==> src/rtl/controle_det_arbitro.sv <==
// Round-robin sequencer sharing one determinant core between requesters A and B.
// Optional macro CTRL_DET_SATURACAO_EN: registers saturou when the captured result hits a clamp limit.
module controle_det_arbitro #(
    parameter int unsigned LAT_5X5   = 5,
    parameter int unsigned LAT_MENOR = 1,
    parameter int unsigned TAM_MIN   = 2,
    parameter int unsigned TAM_MAX   = 5
) (
    input  logic         clock,
    input  logic         reset,
    input  logic         req_a,
    input  logic         req_b,
    input  logic [199:0] matriz_a,
    input  logic [199:0] matriz_b,
    input  logic [7:0]   tam_a,
    input  logic [7:0]   tam_b,
    output logic         gnt_a,
    output logic         gnt_b,
    output logic         done_a,
    output logic         done_b,
    output logic [7:0]   resultado_out,
    output logic         erro_tam,
    output logic         ocupado,
    output logic         saturou,
    output logic [199:0] core_matriz,
    output logic [7:0]   core_tamanho,
    input  logic [7:0]   core_resultado
);
    localparam int unsigned CW = $clog2(LAT_5X5 + 1);
    localparam logic [7:0] TMIN8 = 8'(TAM_MIN);
    localparam logic [7:0] TMAX8 = 8'(TAM_MAX);

    typedef enum logic [1:0] {OCIOSO, RESSINC, EXECUTA, CAPTURA} estado_t;

    estado_t        r_estado;
    estado_t        w_prox_estado;
    logic           r_ptr_b;
    logic           r_lado_b;
    logic [199:0]   r_matriz;
    logic [7:0]     r_tam;
    logic [CW-1:0]  r_cnt;
    logic           r_erro_pend;
    logic           r_gnt_a, r_gnt_b, r_done_a, r_done_b;
    logic [7:0]     r_resultado;
    logic           r_erro;
    logic           r_ocupado;
    // Mirrors the core's column counter; the core is never reset, so neither is this.
    logic [2:0]     r_fase = 3'd0;

    logic           w_req_any;
    logic           w_conc_a;
    logic           w_concede;
    logic [7:0]     w_tam_sel;
    logic           w_tam_ok;

    assign w_req_any = req_a | req_b;
    assign w_conc_a  = req_a & (~r_ptr_b | ~req_b);
    assign w_tam_sel = w_conc_a ? tam_a : tam_b;
    assign w_tam_ok  = (w_tam_sel >= TMIN8) && (w_tam_sel <= TMAX8);
    assign w_concede = (r_estado == OCIOSO) && (r_fase == 3'd0) && w_req_any;

    always_ff @(posedge clock) begin
        if (reset) r_estado <= OCIOSO;
        else       r_estado <= w_prox_estado;
    end

    always_comb begin
        w_prox_estado = r_estado;
        case (r_estado)
            OCIOSO: begin
                if (r_fase != 3'd0)  w_prox_estado = RESSINC;
                else if (w_req_any)  w_prox_estado = w_tam_ok ? EXECUTA : CAPTURA;
            end
            RESSINC: begin
                if (r_fase == 3'd4 || r_fase == 3'd0) w_prox_estado = OCIOSO;
            end
            EXECUTA: begin
                if (r_cnt == CW'(1)) w_prox_estado = CAPTURA;
            end
            CAPTURA: w_prox_estado = OCIOSO;
            default: w_prox_estado = OCIOSO;
        endcase
    end

    always_comb begin
        core_tamanho = 8'd0;
        core_matriz  = '0;
        case (r_estado)
            EXECUTA: begin
                core_tamanho = r_tam;
                core_matriz  = r_matriz;
            end
            RESSINC: core_tamanho = 8'd5;
            default: ;
        endcase
    end

    always_ff @(posedge clock) begin
        if (core_tamanho == 8'd5)
            r_fase <= (r_fase == 3'd4) ? 3'd0 : r_fase + 3'd1;
    end

    always_ff @(posedge clock) begin
        if (reset) begin
            r_ptr_b     <= 1'b0;
            r_lado_b    <= 1'b0;
            r_matriz    <= '0;
            r_tam       <= 8'd0;
            r_cnt       <= '0;
            r_erro_pend <= 1'b0;
            r_gnt_a     <= 1'b0;
            r_gnt_b     <= 1'b0;
            r_done_a    <= 1'b0;
            r_done_b    <= 1'b0;
            r_resultado <= 8'd0;
            r_erro      <= 1'b0;
            r_ocupado   <= 1'b0;
        end else begin
            r_gnt_a  <= w_concede & w_conc_a;
            r_gnt_b  <= w_concede & ~w_conc_a;
            r_done_a <= (r_estado == CAPTURA) & ~r_lado_b;
            r_done_b <= (r_estado == CAPTURA) & r_lado_b;
            if (w_concede) begin
                r_matriz    <= w_conc_a ? matriz_a : matriz_b;
                r_tam       <= w_tam_sel;
                r_lado_b    <= ~w_conc_a;
                r_ptr_b     <= w_conc_a;
                r_ocupado   <= 1'b1;
                r_erro_pend <= ~w_tam_ok;
                r_cnt       <= (w_tam_sel == 8'd5) ? CW'(LAT_5X5) : CW'(LAT_MENOR);
            end
            if (r_estado == EXECUTA)
                r_cnt <= r_cnt - 1'b1;
            if (r_estado == CAPTURA) begin
                r_resultado <= r_erro_pend ? 8'd0 : core_resultado;
                r_erro      <= r_erro_pend;
                r_ocupado   <= 1'b0;
            end
        end
    end

`ifdef CTRL_DET_SATURACAO_EN
    logic r_saturou;
    always_ff @(posedge clock) begin
        if (reset)
            r_saturou <= 1'b0;
        else if (r_estado == CAPTURA)
            r_saturou <= ~r_erro_pend & ((core_resultado == 8'h7F) | (core_resultado == 8'h80));
    end
    assign saturou = r_saturou;
`else
    assign saturou = 1'b0;
`endif

    assign gnt_a         = r_gnt_a;
    assign gnt_b         = r_gnt_b;
    assign done_a        = r_done_a;
    assign done_b        = r_done_b;
    assign resultado_out = r_resultado;
    assign erro_tam      = r_erro;
    assign ocupado       = r_ocupado;
endmodule

==> config.mk <==
export PLATFORM = sky130hd
export DESIGN_NAME = controle_det_arbitro
export DESIGN_NICKNAME = d
export VERILOG_FILES = /design/src/rtl/controle_det_arbitro.sv
export SDC_FILE = /design/constraint.sdc
export NUM_CORES = 1
export LEC_CHECK = 0
export ABC_AREA = 0
export CAP_MARGIN = 30
export CORE_AREA = 5 5 251 253
export DETAILED_ROUTE_END_ITERATION = 12
export DIE_AREA = 0 0 256 258
export GPL_TIMING_DRIVEN = 0
export PLACE_DENSITY = 0.54
export SLEW_MARGIN = 20
export SYNTH_ARGS = -nofsm -noshare
export SYNTH_HDL_FRONTEND = slang
export SYNTH_SLANG_ARGS = --single-unit
==> constraint.sdc <==
create_clock -name clock -period 2.1 [get_ports clock]
set_input_delay 0.42 -clock clock [delete_from_list [all_inputs] [get_ports clock]]
set_output_delay 0.42 -clock clock [all_outputs]
set_load 0.01 [all_outputs]
After elaboration in Yosys (flattened, before gate mapping)
Index checks and enable logic that the tools add are counted.
- add/subtract/negate cells: 2
- $lt $le $gt $ge: 2
- equality and inequality tests: 10
- mux-type cells: 14
- bitwise operators: 12
- reduce and logical (&&, ||, !) cells: 10
- operator list (kind ; number):
    200-bit 2-to-1 mux ; 2
    8-bit by 3-bit equality test with 1-bit output, second input constant ; 2
    8-bit 2-to-1 mux ; 2
    8-bit one-hot mux with 2 select lines ; 1
    3-bit 2-to-1 mux ; 3
    8-bit by 2-bit greater-or-equal comparator with 1-bit output, second input constant ; 1
    8-bit by 3-bit less-or-equal comparator with 1-bit output, second input constant ; 1
    2-bit 2-to-1 mux ; 4
    2-bit one-hot mux with 4 select lines ; 1
    1-bit AND ; 5
    1-bit inverter ; 5
    2-bit equality test, second input constant ; 2
    2-bit inequality test, second input constant ; 2
    3-bit by 1-bit adder with 3-bit output, second input constant ; 1
    3-bit by 1-bit equality test with 1-bit output, second input constant ; 1
    3-bit equality test, second input constant ; 1
    1-bit logical AND ; 3
    3-bit logical NOT ; 1
    3-bit by 2-bit inequality test with 1-bit output, second input constant ; 1
    3-bit AND reduction ; 1
    3-bit nonzero test ; 1
    3-bit by 1-bit subtractor with 3-bit output, second input constant ; 1
    2-bit by 1-bit equality test with 1-bit output, second input constant ; 1
    2-bit logical NOT ; 1
    other kinds (5) ; 6
- register bits after elaboration: 233
- input bits: 428
- logic and storage cells: 65

Longest topological paths before layout
Gate-level depths: netlist (run 1).
- depth in word-level cells: 10
- depth in mapped cells: 8
- mapped depth without buffers: 6

Worst setup path before layout (run 1)
No wires, ideal clock.
- kind: reg2out
- from: register r_estado[0]
- to: output core_matriz[0]
- data arrival time: 1393 ps
- data required time: 1680 ps
- slack: 287 ps
- cell stages (with the launch flop): 7
- path buffers: 3
- path through: dfxtp_1 inv_1 ha_1 clkbuf_4 clkbuf_1 clkbuf_1 and2_1
- word-level cells in the longest chain between the ends: 2
- ends and longest elaborated chain (what ; line ; RTL):
    from (decl) ; 35 ; estado_t r_estado;
    from (signal assigned) ; 64 ; else r_estado <= w_prox_estado;
    2-bit equality test ; 88 ; case (r_estado)
    200-bit 2-to-1 mux ; 88 ;
    to (decl) ; 25 ; output logic [199:0] core_matriz,
No other way between the ends.

Worst setup path in the final report (run 1)
- from: register r_estado[0]
- to: output core_matriz[130]
The elaborated chain is that of the path after synthesis.

==> out/metrics.cfg, run 1 <==
[run_status]
outcome=complete, but fails checks
violations=setup timing

[synthesis]
synth_top_area_cell=dfxtp_1
ys_seq_area_frac=0.456
syn_inst=1268
synth_common_cells=406 x nand2_1, 230 x dfxtp_1, 206 x and2_1
synth_top_area_share=0.447
ys_seq_elements=233
synth.distinct_cells=49
synth_top_flop_cell=dfxtp_1
netlist_area_mm2=0.0103
postSynthAreaPerCell_um2=8.12
synth_async_sr_flop_share=0
syn-num-nets=1704
synthTopCellsByArea=dfxtp_1 45%, nand2_1 15%, a22oi_1 15%, and2_1 13%, clkbuf_1 1.9%
synth_edf_count=3
ys.warnings.count=0
yosysMostFrequentCell=nand2_1

[route]
wl_mm=59.2
dr.pass1.iters=6
vias=12100
ant_nets=0
post_drt_wl_per_cell_um=20.7
drc_errors=0
drt_iter0_drc=473
via_per_inst=4.23

[cts]
hold_buffers=0
cts_tree=done
cts-buffers-inserted=28
path_clk_slew_ns=0.06
clk_latency_ns=0.57
cts_num_sinks=233
cts_buffer_depth=3
cts_root_buffer=clkbuf_16
cts-htree-levels=1

[setup_path]
r2r-end=r_matriz[60]
reg2reg_setup_slack_ns=-0.17
critPathCaptureType=primary output
cp.arrival_ns=2.05
path_class=reg2out
required_ns=1.68
cp-start-kind=register
rr_startpoint=r_estado[0]
r2r_cells=14
path_max_fanout=7

[floorplanning]
core-area_mm2=0.0608
die_w_um=256
num_rows=91
initial_utilization=0.169
die_y_um=258
die_area_mm2=0.0660
pin_count=651

[grt]
first_global_vias=12400
grt_use_total=0.157
grt_max_degree=15
overflow=0
grt_pass1_wl_mm=79.5
grt_antenna_before_repair=2

[timing]
clock_skew_ns=0.00796
relSlewSlack=0.555
min_period_over_period=1.18
max_freq_mhz=404
period_needed_ns=2.47
setup_slack_ns=-0.374
tightest_slew_ns=0.667
rsz0062_at_grt=yes
finalSetupViolations=319
holdWs_ns=0.431
slew_viol_final=0
hold_viol=0

[finish]
post-route-util=0.364
stdcell_area_mm2=0.0221
drive_above_1_share=0.353
syn2layout_area_growth_pct=115
fin_nets=2482
fillers=6324

[placed_design]
port_buffers=649
gp_congestion=0.909
dp_slack_ns=-1.43
place_area_mm2=0.0178
hpwlAfterDp_mm=43.7

[min_path]
hold_path_depth=2
holdPathEnd=r_matriz[119]
holdCritPathClass=reg2reg
min_from=r_matriz[119]

[pwr]
leakage_nw=9.59
p_per_area_mw_per_mm2=589
ir_worst_vdd_mv=0.580
total_power_mw=13.0

[job]
max_cap_violations=0

[stage by stage]
stage | TNS (ns) | std cells
2_1_floorplan | 0 | 1268
3_3_place_gp | -373.35 | 2707
3_5_place_dp | -329.06 | 2710
4_1_cts | -71.98 | 2806
5_1_grt | -94.66 | 2857
6_report | -60.81 | 2858
[logic make-up (layout without fill, tap and decap cells)]
| kind of cell | count (synthesis) | count (layout) | share of synthesized area |
|---|---|---|---|
| AND/OR/NAND/NOR | 672 | 672 | 0.306 |
| multiplexers | 11 | 11 | 0.0107 |
| adder cells (fa/ha/maj) | 8 | 8 | 0.00972 |
| flip-flops | 233 | 233 | 0.456 |
| XOR/XNOR | 2 | 2 | 0.00170 |
| buffers and inverters | 106 | 904 | 0.0459 |
| other | 1 | 3 | 0.000364 |
| AO/OA/AOI/OAI | 235 | 235 | 0.169 |
[final cells by class]
type | count | area [µm²] | area share
clock buffer | 38 | 828 | 0.0375
antenna | 2 | 5.00 | 0.000226
buffer | 91 | 1310 | 0.0593
clock inverter | 12 | 160 | 0.00724
timing repair buffer | 755 | 7880 | 0.357
multi-input combinational | 929 | 6200 | 0.281
sequential | 233 | 4700 | 0.213
inverter | 8 | 30.0 | 0.00136
tap | 790 | 988 | 0.0447
[critical path, cell delays in order, from the launching register on]
cell,delay (ns)
dfxtp_2,0.34
inv_2,0.05
ha_4,0.16
buf_8,0.13
clkbuf_16,0.17
buf_16,0.16
clkbuf_16,0.17
and2_4,0.16
buf_6,0.12
[cell usage in the layout (no fill, tap or decap), types with 4 or more instances in the layout]
cell type / Yosys / final
clkdlybuf4s50_1: 0 / 441
nand2_1: 406 / 406
dfxtp_1: 230 / 228
buf_6: 0 / 156
and2_4: 0 / 137
a22oi_2: 0 / 126
a22oi_1: 200 / 74
and2_1: 206 / 69
clkbuf_16: 0 / 66
buf_2: 31 / 65
buf_4: 3 / 39
buf_12: 0 / 32
buf_8: 1 / 27
nor2_1: 24 / 23
clkbuf_8: 1 / 18
clkbuf_2: 0 / 15
clkbuf_4: 1 / 13
mux2i_1: 11 / 11
a21oi_1: 14 / 11
nor2b_1: 11 / 10
a211oi_1: 9 / 9
clkbuf_1: 52 / 6
ha_1: 8 / 5
inv_1: 7 / 4
inv_2: 1 / 4
clkinv_2: 0 / 4
[how the worst max path moves through the flow]
stage,slack (ns),depth (start not counted),startpoint,to
3_5_place_dp,-1.43,7,r_estado[0],core_matriz[29]
2_1_floorplan,0.29,6,r_estado[0],core_matriz[0]
5_1_grt,-0.46,8,r_estado[0],core_matriz[130]
6_report,-0.37,8,r_estado[0],core_matriz[130]
3_3_place_gp,-1.70,7,r_estado[0],core_matriz[29]
4_1_cts,-0.44,8,r_estado[0],core_matriz[67]
[flip-flops by register name (all words and copies together) (netlist names)]
| name | flops |
|---|---|
| r_fase | 3 |
| r_erro_pend | 1 |
| r_estado | 2 |
| gnt_b | 1 |
| resultado_out | 8 |
| r_matriz | 200 |
| done_b | 1 |
| r_lado_b | 1 |
| r_cnt | 3 |
| gnt_a | 1 |
| r_tam | 8 |
| ocupado | 1 |
| erro_tam | 1 |
| r_ptr_b | 1 |
| done_a | 1 |
[power breakdown]
part / switching, mW / internal [mW]
logic: 1.22 / 1.69
registers: 0.179 / 4.76
clock network: 2.06 / 3.12
total: 3.45 / 9.58
[timing repair]
item	CTS	global route
buffers inserted	32	36
pin swaps	98	173
gates cloned	16	24
gates resized for setup	1248	375
endpoints found under the setup margin	423	415
[routing by layer]
layer	global-route usage	routed length [µm]
met5	0	11
met4	0.0402	1890
met2	0.290	30300
met3	0.0460	4230
met1	0.178	22700
Power figures use the tool's default switching activity.
==> run 2, diff against run 1 <==
- HOLD_SLACK_MARGIN: not set -> 0.1
- PLACE_DENSITY: 0.54 -> not set
- PLACE_DENSITY_LB_ADDON: not set -> 0.12
==> out/metrics.cfg, run 2 (same netlist as run 1, synthesis figures left out) <==
[run_status]
violations=setup timing
outcome=complete, but fails checks

[grt]
grt_max_degree=15  ; unchanged
grt_use_total=0.159  ; +0.00148
grt_antenna_before_repair=12  ; +10
first_global_vias=11900  ; -3.3%
overflow=0  ; unchanged
grt_pass1_wl_mm=79.4  ; -0.12%

[setup_path]
reg2reg_setup_slack_ns=0.02  ; +0.19 ns
r2r-end=r_fase[0]
cp-start-kind=register
critPathCaptureType=primary output
path_class=reg2out
critical-path-max-stage-delay_ns=0.34  ; about the same
cp.arrival_ns=2.04  ; about the same
rr_startpoint=r_estado[0]
path_delay_family=buffers and inverters
cp_cell_sequence=inv_2 -> ha_4 -> clkbuf_16 -> clkbuf_16 -> buf_16 -> clkbuf_16 -> and2_4 -> buf_8
r2r_cells=8  ; -6
critical_path_buf_inv_count=6  ; unchanged
slowest_stage=dfxtp_2
path_max_fanout=8  ; +1
required_ns=1.68  ; about the same
critical_path.most_common_cell=clkbuf_16

[finish]
most-common-layout-cells=441 x clkdlybuf4s50_1, 406 x nand2_1, 228 x dfxtp_1
fin_nets=2440  ; -1.7%
drive_above_1_share=0.287  ; -0.0659
regMostFlops=r_matriz
final_cells=2822  ; -1.3%
syn2layout_area_growth_pct=100
largest_reg_flops=200  ; unchanged
post-route-util=0.339  ; -0.0245
final_common_cell=clkdlybuf4s50_1

[timing]
min_period_over_period=1.17  ; -0.00643
finalSetupViolations=208  ; -35%
hold_viol=0  ; unchanged
setup_tns_ns=-54.49  ; +6.33 ns
clock_skew_ns=0.0206  ; +0.0127 ns
slew_viol_final=0  ; unchanged
tightest_slew_ns=0.538  ; -0.129 ns
rsz0062_at_grt=yes
holdWs_ns=0.429  ; -0.00246 ns
max_freq_mhz=406  ; +0.55%
setup_slack_ns=-0.361  ; +0.0135 ns
relSlewSlack=0.642  ; +0.0863
period_needed_ns=2.46  ; -0.0135 ns

[route]
via_per_inst=4.06  ; -4.1%
drt_iter0_drc=444  ; -6.1%
vias=11500  ; -5.3%
ant_nets=0  ; unchanged
post_drt_wl_per_cell_um=20.3  ; -2.1%
wl_mm=57.2  ; -3.3%
drc_errors=0  ; unchanged
dr.pass1.iters=4  ; -2

[min_path]
holdPathEnd=r_matriz[118]
holdCritPathClass=reg2reg
min_from=r_matriz[118]
hold_path_depth=2  ; unchanged

[job]
max_cap_violations=0  ; unchanged

[pwr]
pwr-share-seq=0.390  ; +0.011
leakage_nw=9.08  ; -5.4%
intPower_mw=9.39  ; -1.9%
comb_power_share=0.201  ; -0.022
p_clk_frac=0.409  ; +0.011
ir_worst_vdd_mv=0.568  ; -2.0%
total_power_mw=12.6  ; -3.1%
p_sw_mw=3.24  ; -6.2%
p_per_area_mw_per_mm2=613  ; +4.0%
swShare=0.257  ; -0.00853

[cts]
clk_latency_ns=0.57  ; about the same
cts_tree=done
cts-buffers-inserted=30  ; +7.1%
hold_buffers=0  ; unchanged
cts_num_sinks=233  ; unchanged
cts_buffer_depth=3  ; unchanged
cts-htree-levels=1  ; unchanged
cts_root_buffer=clkbuf_16
path_clk_slew_ns=0.06  ; about the same

[floorplanning]
die_w_um=256  ; unchanged
pin_count=651  ; unchanged
die_area_mm2=0.0660  ; unchanged
die_y_um=258  ; unchanged
core-area_mm2=0.0608  ; unchanged
num_rows=91  ; unchanged
initial_utilization=0.169  ; unchanged

[placed_design]
dp_cells=2708  ; -0.074%
port_buffers=649  ; unchanged
gp_congestion=0.807  ; -11%
hpwlAfterDp_mm=44.8  ; +2.7%

-- run 2: cell types whose count changed in the layout (fill, tap and decap cells not counted), moves of 10 or more --
cell,before,now
clkbuf_16,66,51
clkbuf_8,18,8
buf_2,65,34
clkbuf_2,15,41
a22oi_2,126,30
buf_6,156,174
a22oi_1,74,170
buf_12,32,8
-- run 2: worst max path at each step --
stage / to / cells past startpoint / slack [ns] / start
2_1_floorplan: core_matriz[0] / 6 / 0.29 / r_estado[0]
3_3_place_gp: core_matriz[117] / 7 / -1.52 / r_estado[0]
3_5_place_dp: core_matriz[50] / 7 / -1.33 / r_estado[0]
4_1_cts: core_matriz[84] / 8 / -0.45 / r_estado[0]
5_1_grt: core_matriz[130] / 8 / -0.44 / r_estado[0]
6_report: core_matriz[130] / 8 / -0.36 / r_estado[0]
-- run 2: repair_timing --
action	4_1_cts	5_1_grt
gates cloned	4	16
pin swaps	18	66
setup buffers	11	27
gates resized for setup	871	613
hold endpoints to repair	0	0
setup endpoints to repair	426	424
-- run 2: per-layer routing --
| metal | up-vias | GRT usage | wire length (µm) |
|---|---|---|---|
| li1 | 5743 | - | - |
| met1 | 5251 | 0.176 | 22400 |
| met3 | 48 | 0.0600 | 4660 |
| met4 | 4 | 0.0271 | 874 |
| met5 | - | 0 | 21 |
| met2 | 409 | 0.292 | 29200 |
-- run 2: layout make-up --
| class | count | area, µm² |
|---|---|---|
| multi-input cells | 929 | 5670 |
| flip-flops and latches | 233 | 4700 |
| clock buffers | 44 | 885 |
| well taps | 790 | 988 |
| fillers | 6466 | 40200 |
| repair buffers | 705 | 7110 |
| clock inverters | 9 | 98.8 |
| diodes | 7 | 17.5 |
| plain buffers | 97 | 1120 |
| inverters | 8 | 30.0 |
-- run 2: stage by stage --
step                      setup WS (ns)  cell area, µm²
after floorplan                   0.287           10300
after global placement            -1.52           17800
after detailed placement          -1.33           17800
after CTS                        -0.454           19100
after global routing             -0.439           20600
final                            -0.361           20600
-- run 2: worst min-delay path, cell delays in order, from the launching register on --
cell and delay [ns]:
dfxtp_1 0.30, nand2_1 0.05, nand2_1 0.04
-- run 2: power by group through the flow --
stage | registers (mW) | clock network, mW | logic (mW)
final | 4.93 | 5.17 | 2.53
after global placement | 5.00 | 0 | 1.99
after detailed placement | 5.01 | 0 | 2.01
after floorplan | 4.97 | 0 | 0.739
after global routing | 4.97 | 5.55 | 2.76
after CTS | 4.92 | 5.40 | 2.27
==> run 3, diff against run 2 <==
- ABC_AREA: 0 -> 1
- CORE_AREA: 5 5 251 253 -> 5 5 249 251
- DIE_AREA: 0 0 256 258 -> 0 0 254 256
==> out/metrics.cfg, run 3 <==
[timing]
slew_viol_final=0  ; unchanged
finalSetupViolations=208  ; unchanged
rsz0062_at_grt=yes
max_freq_mhz=413  ; +1.7%
relSlewSlack=0.465  ; -0.177
min_period_over_period=1.15  ; -0.0198
setup_tns_ns=-42.94  ; +11.55 ns
setup_slack_ns=-0.319  ; +0.0416 ns
tightest_slew_ns=0.802  ; +0.265 ns
hold_viol=0  ; unchanged
holdWs_ns=0.173  ; -0.256 ns
clock_skew_ns=0.0182  ; -0.00243 ns
period_needed_ns=2.42  ; -0.0416 ns

[pwr]
p_per_area_mw_per_mm2=757  ; +24%
ir_worst_vdd_mv=0.484  ; -15%
leakage_nw=11.7  ; +29%

[finish]
post-route-util=0.372  ; +0.0333
regMostFlops=r_matriz
syn2layout_area_growth_pct=96.6
final_common_cell=nand2_1
fillers=6401  ; -1.0%
final_cells=3314  ; +17%
drive_above_1_share=0.283  ; -0.00397
most-common-layout-cells=497 x nand2_1, 440 x clkdlybuf4s50_1, 406 x nand3_1
largest_reg_flops=200  ; unchanged
stdcell_area_mm2=0.0222  ; +7.8%
fin_nets=2938  ; +20%

[grt]
grtUsageMet1=0.227  ; +0.0503
use_met2=0.338  ; +0.0455
grt_antenna_before_repair=15  ; +3
overflow=0  ; unchanged
grt_use_total=0.194  ; +0.0352
busiest_layer=met2
grt_pass1_wl_mm=95.8  ; +21%
first_global_vias=14700  ; +23%
use_met3=0.0673  ; +0.00724
grt_max_degree=12  ; -3

[synthesis]
synth_common_cells=646 x nand2_1, 406 x nand3_1, 236 x inv_1
syn-num-nets=2172  ; +27%
netlist_area_mm2=0.0113  ; +9.8%
ys_seq_area_frac=0.415  ; -0.0408
synth_top_area_share=0.407  ; -0.0400
syn_inst=1736  ; +37%
postSynthAreaPerCell_um2=6.51  ; -20%
synth_edf_count=3  ; unchanged
ys.warnings.count=0  ; unchanged
synth_top_area_cell=dfxtp_1
synth_async_sr_flop_share=0  ; unchanged
synthTopCellsByArea=dfxtp_1 41%, nand2_1 21%, nand3_1 18%, inv_1 7.8%, buf_2 2.4%
synth.distinct_cells=31  ; -37%
synth_top_flop_cell=dfxtp_1
yosysMostFrequentCell=nand2_1
ys_seq_elements=233  ; unchanged

[placed_design]
dp_cells=3167  ; +17%
place_area_mm2=0.0188  ; +5.6%
gp_congestion=0.897  ; +11%
port_buffers=648  ; -0.15%
hpwlAfterDp_mm=51.2  ; +14%

[run_status]
violations=setup timing
outcome=complete, but fails checks

[setup_path]
r2r_cells=11  ; +3
cp.arrival_ns=2.00  ; -0.04 ns
cp-start-kind=register
r2r-end=r_cnt[2]
startpoint=r_estado[0]
required_ns=1.68  ; about the same
rr_startpoint=r_fase[0]
critPathCaptureType=primary output
path_class=reg2out
path_max_fanout=6  ; -2
reg2reg_setup_slack_ns=0.11  ; +0.09 ns
cp-endpoint=core_matriz[129]

[route]
drc_errors=0  ; unchanged
wl_mm=67.4  ; +18%
ant_nets=0  ; unchanged
vias=14400  ; +25%
post_drt_wl_per_cell_um=20.3  ; +0.34%
dr.pass1.iters=5  ; +1
via_per_inst=4.33  ; +6.7%
drt_iter0_drc=587  ; +32%

[floorplanning]
num_rows=90  ; -1.1%
initial_utilization=0.189  ; +0.0201
pin_count=651  ; unchanged
core-area_mm2=0.0597  ; -1.8%
die_w_um=254  ; -0.78%
die_y_um=256  ; -0.78%
die_area_mm2=0.0650  ; -1.6%

[cts]
cts_root_buffer=clkbuf_16
cts_tree=done
path_clk_slew_ns=0.06  ; about the same
cts_num_sinks=233  ; unchanged
cts_buffer_depth=3  ; unchanged
hold_buffers=0  ; unchanged
cts-buffers-inserted=34  ; +13%
clk_latency_ns=0.54  ; -0.03 ns
cts-htree-levels=2  ; +1

[min_path]
hold_path_depth=2  ; unchanged
holdCritPathClass=in2reg
min_from=reset

[job]
max_cap_violations=0  ; unchanged

-- run 3: power breakdown --
part | internal (mW) | switching, mW | total (mW)
clock | 3.62 | 2.29 | 5.91
combinational | 3.32 | 2.64 | 5.96
sequential | 4.73 | 0.225 | 4.96
total | 11.7 | 5.15 | 16.8
-- run 3: layer usage --
metal	up-vias	routed length, µm
li1	6931	-
met1	6808	26800
met2	501	33000
met3	91	6010
met4	22	1390
met5	-	137
-- run 3: through the flow --
stage               setup slack, ns  power (mW)
floorplan                     0.271        6.17
global placement              -1.74        7.93
detailed placement            -1.77        7.96
CTS                          -0.373        16.3
global route                 -0.381        17.6
finish                       -0.319        16.8
-- run 3: cell families (layout without fill, tap and decap cells) --
logic type | count (synthesis) | in the layout | synth area share
AND/OR/NAND/NOR | 1086 | 1086 | 0.410
buffers and inverters | 360 | 1151 | 0.142
flip-flops | 233 | 233 | 0.415
AO/OA/AOI/OAI | 47 | 47 | 0.0221
adder cells (fa/ha/maj) | 8 | 8 | 0.00885
other | 1 | 6 | 0.000332
XOR/XNOR | 1 | 1 | 0.000775
-- run 3: layout make-up --
class | count | area (µm²) | share of cell area
plain buffers | 115 | 1170 | 0.0527
flip-flops and latches | 233 | 4700 | 0.211
clock buffers | 54 | 1110 | 0.0499
diodes | 5 | 12.5 | 0.000563
multi-input cells | 1143 | 5800 | 0.261
repair buffers | 732 | 7490 | 0.337
inverters | 243 | 925 | 0.0416
well taps | 782 | 978 | 0.0440
clock inverters | 7 | 43.8 | 0.00197
-- run 3: critical path: stages (launching register included) --
cell       delay (ns)
dfxtp_2          0.34
inv_2            0.05
ha_4             0.17
clkbuf_16        0.16
clkbuf_16        0.16
buf_16           0.16
clkbuf_16        0.18
nand2_2          0.05
inv_1            0.03
buf_2            0.13
-- run 3: worst min-delay path by stage --
stage,endpoint
after floorplan,done_a
after global placement,done_a
after detailed placement,done_a
after CTS,r_estado[1]
after global routing,resultado_out[7]
final,r_estado[1]
-- run 3: repair_timing --
action | in CTS | in global routing
gates resized for setup | 1243 | 309
gates cloned | 15 | 7
setup buffers | 52 | 13
endpoints found under the hold margin | 0 | 0
pin swaps | 32 | 26
setup endpoints to repair | 346 | 410
